--- src/rtl/vi_mult_pkg.sv ---
// Shared types and constants for the multiply-pipe issue controller.
package vi_mult_pkg;
  localparam int MULT_STAGES = 5;
  localparam int REG_AW      = 5;

  // One in-flight multiply as seen by the issue logic.
  typedef struct packed {
    logic              valid;
    logic [REG_AW-1:0] rd;
    logic              we;
  } stage_t;

  // Population count of valid stages (0..MULT_STAGES).
  function automatic logic [2:0] count_valid(input stage_t [MULT_STAGES-1:0] s);
    logic [2:0] n;
    n = '0;
    for (int k = 0; k < MULT_STAGES; k++) n = n + 3'(s[k].valid);
    return n;
  endfunction
endpackage

--- src/rtl/mult_hazard_cmp.sv ---
// Compares one register address against every multiply stage entry.
// match[k] is set when stage k+1 holds a live write to a nonzero addr.
module mult_hazard_cmp
  import vi_mult_pkg::*;
(
  input  logic [REG_AW-1:0]            addr,
  input  stage_t [MULT_STAGES-1:0]     stages,
  output logic [MULT_STAGES-1:0]       match
);

  for (genvar k = 0; k < MULT_STAGES; k++) begin : g_stg
    assign match[k] = (addr != '0) && stages[k].valid && stages[k].we &&
                      (stages[k].rd == addr);
  end

endmodule

--- src/rtl/mult_pipe_ctrl.sv ---
// Issue/hazard controller for a 5-stage multiply pipe sharing the
// register-file write port with a fixed-latency ALU.
// Optional macro VI_MULT_FWD_EN: a source matching only stage 5 is
// bypassed instead of stalling; otherwise forward outputs are tied low.
module mult_pipe_ctrl
  import vi_mult_pkg::*;
#(
  parameter int ALU_WB_LAT = 3
) (
  input  logic                   clk_i,
  input  logic                   rsn_i,
  input  logic                   issue_valid_i,
  input  logic                   issue_is_mult_i,
  input  logic [REG_AW-1:0]      issue_rd_i,
  input  logic [REG_AW-1:0]      issue_rs1_i,
  input  logic [REG_AW-1:0]      issue_rs2_i,
  input  logic                   issue_we_i,
  input  logic                   flush_i,
  output logic                   issue_ready_o,
  output logic [MULT_STAGES-1:0] mult_kill_o,
  output logic                   wb_sel_mult_o,
  output logic                   fwd_mult5_rs1_o,
  output logic                   fwd_mult5_rs2_o,
  output logic [2:0]             inflight_cnt_o,
  output logic                   mult_busy_o
);

  // Stage whose write lands in the same cycle as an ALU issued now.
  localparam int WP_IDX = MULT_STAGES - ALU_WB_LAT - 1;

`ifdef VI_MULT_FWD_EN
  localparam logic [MULT_STAGES-1:0] RAW_MASK = 5'b01111;
`else
  localparam logic [MULT_STAGES-1:0] RAW_MASK = 5'b11111;
`endif

  stage_t [MULT_STAGES-1:0]             stg;
  logic   [2:0][REG_AW-1:0]             cmp_addr;
  logic   [2:0][MULT_STAGES-1:0]        cmp_match;
  logic                                 raw_hz, waw_hz, wport_hz, accept;

  // index 0: rs1, 1: rs2, 2: rd (WAW)
  assign cmp_addr = {issue_rd_i, issue_rs2_i, issue_rs1_i};

  for (genvar i = 0; i < 3; i++) begin : g_cmp
    mult_hazard_cmp u_cmp (
      .addr   (cmp_addr[i]),
      .stages (stg),
      .match  (cmp_match[i])
    );
  end

  assign raw_hz   = |((cmp_match[0] | cmp_match[1]) & RAW_MASK);
  assign waw_hz   = issue_we_i && (|cmp_match[2]);
  assign wport_hz = !issue_is_mult_i && issue_we_i && (issue_rd_i != '0) &&
                    stg[WP_IDX].valid && stg[WP_IDX].we;

  assign issue_ready_o = rsn_i && !flush_i && !raw_hz && !waw_hz && !wport_hz;
  assign accept        = issue_valid_i && issue_ready_o && issue_is_mult_i;

`ifdef VI_MULT_FWD_EN
  assign fwd_mult5_rs1_o = issue_valid_i && cmp_match[0][MULT_STAGES-1];
  assign fwd_mult5_rs2_o = issue_valid_i && cmp_match[1][MULT_STAGES-1];
`else
  assign fwd_mult5_rs1_o = 1'b0;
  assign fwd_mult5_rs2_o = 1'b0;
`endif

  // Stage 5 is never killed: its write is already committed this cycle.
  assign mult_kill_o    = {1'b0, {(MULT_STAGES-1){flush_i && rsn_i}}};
  assign wb_sel_mult_o  = stg[MULT_STAGES-1].valid && stg[MULT_STAGES-1].we;
  assign inflight_cnt_o = count_valid(stg);
  assign mult_busy_o    = inflight_cnt_o != '0;

  // Stage tracker: shifts every cycle; flush empties stages 1..4 so
  // nothing reaches stage 5 on the following cycle.
  always_ff @(posedge clk_i or negedge rsn_i) begin
    if (!rsn_i) begin
      stg <= '0;
    end else begin
      if (accept) begin
        stg[0].valid <= 1'b1;
        stg[0].rd    <= issue_rd_i;
        stg[0].we    <= issue_we_i && (issue_rd_i != '0);
      end else begin
        stg[0] <= '0;
      end
      for (int k = 1; k < MULT_STAGES; k++)
        stg[k] <= flush_i ? '0 : stg[k-1];
    end
  end

endmodule
--- config.mk ---
export PLATFORM = sky130hd
export DESIGN_NAME = mult_pipe_ctrl
export DESIGN_NICKNAME = d
export VERILOG_FILES = /design/src/rtl/vi_mult_pkg.sv /design/src/rtl/mult_hazard_cmp.sv /design/src/rtl/mult_pipe_ctrl.sv
export SDC_FILE = /design/constraint.sdc
export NUM_CORES = 1
export LEC_CHECK = 0
export CAP_MARGIN = 20
export CORE_MARGIN = 3
export CORE_UTILIZATION = 35
export DETAILED_ROUTE_END_ITERATION = 6
export HOLD_SLACK_MARGIN = 0.15
export SYNTH_ARGS = -nofsm -noshare
export SYNTH_HDL_FRONTEND = slang
export SYNTH_SLANG_ARGS = --single-unit
--- constraint.sdc ---
create_clock -name clk_i -period 4.9 [get_ports clk_i]
set_input_delay 1.47 -clock clk_i [delete_from_list [all_inputs] [get_ports clk_i]]
set_output_delay 1.47 -clock clk_i [all_outputs]
set_load 0.05 [all_outputs]
# Word-level counts from Yosys, hierarchy flattened
# Cells that the tools add are included.
totals:
  in_bits: 21
  output_inout_bits: 13
  elab_cells: 110
  register_bits: 35
classes:
  muxes: 5
  eq_ne: 15
  n_reduce_logical: 70
  n_addsub: 4
  n_bitwise: 1
ops:
  columns: ["op", "count"]
  rows:
  - ["5-bit equality test", 15]
  - ["1-bit logical AND", 59]
  - ["7-bit 2-to-1 mux", 5]
  - ["5-bit nonzero test", 3]
  - ["5-bit OR reduction", 2]
  - ["3-bit by 1-bit adder with 3-bit output", 2]
  - ["1-bit logical NOT", 5]
  - ["5-bit OR", 1]
  - ["2-bit by 1-bit adder with 3-bit output", 1]
  - ["3-bit nonzero test", 1]
  - ["1-bit by 1-bit adder with 2-bit output", 1]

# Depth between registers and ports, before layout
logic_depth:
  word_depth: 13
  depth_mapped: 8
  mapped_depth_nobuf: 7

# By module
# From an unflattened synthesis, not the netlist that was laid out.
hier_totals:
  hier_cells: 249
  hier_area_um2: 2468.6
modules_own_cells:
  columns: ["mod", "area_each_um2", "cells_per_inst", "instances", "seq_area_each_um2"]
  rows:
  - ["mult_pipe_ctrl", 1413.9, 108, 1, 875.8]
  - ["mult_hazard_cmp", 351.6, 47, 3, 0.0]

# Worst setup path after synthesis
# Ideal clock, no wire load.
synth_timing:
  kind: "input to output"
  start: "input issue_rs2_i[2]"
  end: "output issue_ready_o"
  cell_stages: 8
  n_path_buf: 1
  arrival_ns: 3.565
  slack_ns: -0.135
  required_ns: 3.430
  path_cell_list: "buf_4 > or4_4 > nor2_4 > or4_1 > a21oi_2 > nor4b_4 > o211ai_4 > nor2_1"
synth_via:
  elab_chain_cells: 10
  elab_cells_between_ends: 27
  cone_classes: "eq/ne (5); bitwise (1); reduce/logical (21)"
synth_lines:
  columns: ["element", "line", "text"]
  rows:
  - ["from (decl)", "mult_pipe_ctrl.sv:16", "input logic [REG_AW-1:0] issue_rs2_i,"]
  - ["5-bit nonzero test", "mult_hazard_cmp.sv:12", "assign match[k] = (addr != '0) && stages[k].valid && stages[k].we &&"]
  - ["1-bit logical AND (3 in a row)", "mult_hazard_cmp.sv:12", null]
  - ["5-bit OR (*)", "mult_pipe_ctrl.sv:53", "assign raw_hz = |((cmp_match[0] | cmp_match[1]) & RAW_MASK);"]
  - ["5-bit OR reduction (*)", "mult_pipe_ctrl.sv:53", null]
  - ["1-bit logical NOT (*)", "mult_pipe_ctrl.sv:58", "assign issue_ready_o = rsn_i && !flush_i && !raw_hz && !waw_hz && !wport_hz;"]
  - ["1-bit logical AND (*) (3 in a row)", "mult_pipe_ctrl.sv:58", null]
  - ["to (decl)", "mult_pipe_ctrl.sv:19", "output logic issue_ready_o,"]
# Mark *: on every way between the ends. The rest lies on a longest branch, timed or not.

# Worst setup path after layout
layout_timing:
  start: "input issue_rd_i[1]"
  end: "output issue_ready_o"
layout_via:
  elab_chain_cells: 9
  elab_cells_between_ends: 30
  cone_classes: "eq/ne (5); reduce/logical (25)"
layout_lines:
  columns: ["element", "line", "text"]
  rows:
  - ["from (decl)", "mult_pipe_ctrl.sv:14", "input logic [REG_AW-1:0] issue_rd_i,"]
  - ["5-bit nonzero test", "mult_hazard_cmp.sv:12, mult_pipe_ctrl.sv:55", null]
  - ["1-bit logical AND (3 in a row)", "mult_hazard_cmp.sv:12", null]
  - ["5-bit OR reduction", "mult_pipe_ctrl.sv:54", "assign waw_hz = issue_we_i && (|cmp_match[2]);"]
  - ["1-bit logical AND", "mult_pipe_ctrl.sv:54", null]
  - ["1-bit logical NOT", "mult_pipe_ctrl.sv:58", null]
  - ["1-bit logical AND", "mult_pipe_ctrl.sv:58", null]
  - ["1-bit logical AND (*)", "mult_pipe_ctrl.sv:58", null]
# Marked as above.

==> impl_results.md <==
- Worst min-delay path category: reg2reg
- Setup crit end kind: primary output
- Worst-path fanout max: 3
- Global-route usage over all layers: 15.4%
- Max-cap violations: 0
- Initial Util: 36.3%
- CTS H-tree lvls: 2
- Num CTS Buffers: 5
- Core area: 6420 um2
- Hold depth: 1
- Via-per-instance ratio: 4.86
- Min Tclk post-route: 4.84 ns
- Hold Fails Final Rpt: 0
- Ranking of synthesized cells by area: dfrtp_1 38%, xnor2_1 15%, xor2_1 14%
- Clk slew on worst S/H paths: 0.07 ns
- Post-Syn Area: 2330 um2
- Simple-gate share of the synthesized area: between 20% and 30%
- Post-Synthesis Cells: ~230
- Syn avg cell area: 9.97 um2
- Synth-to-Final Area Change: 29.5%
- Main combinational cell family by area after synthesis: XOR/XNOR gates
- Clk_lat worst skew: ~0.29 ns
- Register Area: 876 um2
- Seq cells post-synth: 35
- R2R setup slack: around 2.9 ns
- Routed wire per std cell: 15.3 um
- Nets: 298
- Register area share after synthesis: between 30% and 40%
- WHS Endpoint: stg[28]
- Xor/xnor share of the synthesized area: 28.2%
- Number of diodes: 0
- Die Span Y: between 80 and 90 um
- Vias in the first global route: 1764
- Post-synthesis mux area share: 0%
- Detailed placement HPWL: ~4.3 mm
- Die W: 87.7 um
- Top cells by count, synth: 39 x xnor2_1, 36 x xor2_1, 35 x dfrtp_1
- Ys Warns: 0
- Number of flip-flops in the largest register: 35
- Filler cells: 626
- Initial antenna violation count: 0
- First-pass GRT wire length: 8.80 mm
- Clock tree buffer depth: 2
- Share of cells above drive strength 1: 19.3%
- Multi-input logic area: between 1000 and 1500 um2
- Worst ir drop on vdd: 0.134 mV
- Ys async rst share: 100%
- Power Density: 231 nW/um2
- Port-buffer cells: 30
- Leak: 0.00134 uW
- Num rows: 29
- Adder-cell share of the synthesized area: between 2 and 2.5%
- Yosys top cell area share: 37.5%
- Final wirelength: 5.38 mm
- WP data required: 3.43 ns
- EDFF count, synth: 0
- Dpl cell area: approximately 2800 um2
- Worst flop-to-flop path startpoint: stg[25]
- Biggest regs: stg: 35 flops
- Final ANT Viol Nets: 0
- R2R cell count: 8
- Setup violators final: 0
- Cell variety after synth: 34
- Power Total: 698 uW
- RSZ-0062 raised after global routing: no
- DRT iter0 DRCs: between 70 and 80
- Fmax: just over 0.2 GHz
- CTS root buf: clkbuf_8
- Run status: completed
- Synth area leader: dfrtp_1
- Crit share post-route: a little over nine tenths
- Most numerous cell in the Yosys netlist: xnor2_1
- Most common flop cell mapped by yosys: dfrtp_1
- CP arrival: 3.37 ns
- Crit start category: input port
- Router iterations before antenna repair: 4
- Die area: 7680 um2
- CTS tree: done
- DR DRC count: 0
- Critical path type: in2out
- Post-route insts no fill: 352
- Reg with most FFs: stg
- Final Max Tran Viols: 0
- Post-Place Cells: 340
- Largest net degree at the start of global routing: 36
- WHS: 0.487 ns
- Clk sink count: 35
- Routed vias: 1711
- Min-delay src: stg[21]
- Fin area: 3020 um2
- Crit Reg-Reg Endpoint: stg[4]
- # IOs: 34
- Routability-driven placement congestion ratio: 0.859
- Worst Clk Skew: between 0.003 and 0.004 ns
- Compound-Gate Fraction of Synth Area: approximately 3.7%
- Global route overflow: 0
## worst max-delay path: stages
cell and delay, ns:
clkdlybuf4s50_1 0.44, or4_4 0.45, o21ai_4 0.20, buf_4 0.14
a31oi_1 0.03, a211o_2 0.36, nor2_4 0.14, buf_12 0.14
## stage by stage
stage	worst slack [ns]	util (%)	TNS [ns]
3_5_place_dp	-0.0951	43.8	-0.0951
3_3_place_gp	-0.0889	43.8	-0.0889
4_1_cts	0.00761	46.4	0
5_1_grt	0.00397	47.1	0
2_1_floorplan	0.0917	-	0
6_report	0.0556	47.1	0
## routing by layer
metal  GRT usage (%)  vias up  wire [um]
met2            25.1       29       2640
met4            4.74        0         72
met5               0        -          0
met1            20.5      834       2500
met3            3.01        5        169
li1                -      843          -
## what timing repair did
item	in CTS	in global routing
pin swaps	9	6
gates cloned	0	0
endpoints found under the setup margin	1	1
resized for setup	10	10
setup buffers	3	1
hold buffers	0	0
## cells by family (layout without fill, tap and decap cells)
group                      Yosys count  in the layout
AOI/OAI and AO/OA                   10             10
xor gates and xnor gates            75             75
adders and majority gates            3              3
buffers and inverters               24             63
DFF                                 35             35
other                                1              3
and+or+nand+nor                     86             86
## cell type report
cell class	count	area share, %
Clock buffer	6	2.73
Multi-Input combinational cell	177	45.8
Tap cell	77	3.19
Timing Repair Buffer	55	18.2
Clock inverter	2	1.16
Sequential cell	35	29.0
## placed cells by master (no fill, tap or decap), drive strengths merged
cell	n
or4	3
o21ai	2
nor4b	1
buf	31
o211ai	2
dlymetal6s2s	4
nor2	4
nor4	6
dlygate4sd2	4
xnor2	39
nor3	17
conb	3
a31oi	1
a211o	1
nand2	5
nand4	7
clkbuf	6
a21oi	3
or3	1
nand3	12
bufinv	1
nor2b	28
clkdlybuf4s50	16
xor2	36
dfrtp	35
clkinv	1
ha	1
a41oi	1
and2	2
fa	2
## where the power goes
group	internal (uW)	switching [uW]	total (uW)
registers	291	3.11	294
clock network	165	106	270
logic	61.3	72.7	134
total	517	181	698
## how the worst max path moves through the flow
stage	start	endpoint	slack, ns	cells past startpoint
6_report	issue_rd_i[1]	issue_ready_o	0.06	8
5_1_grt	issue_rd_i[1]	issue_ready_o	0.004	8
4_1_cts	issue_rd_i[1]	issue_ready_o	0.008	8
3_5_place_dp	issue_rs2_i[1]	issue_ready_o	-0.1	9
3_3_place_gp	issue_rs2_i[1]	issue_ready_o	-0.09	9
2_1_floorplan	issue_rs2_i[2]	issue_ready_o	0.09	8
Power figures use the tool's default switching activity.
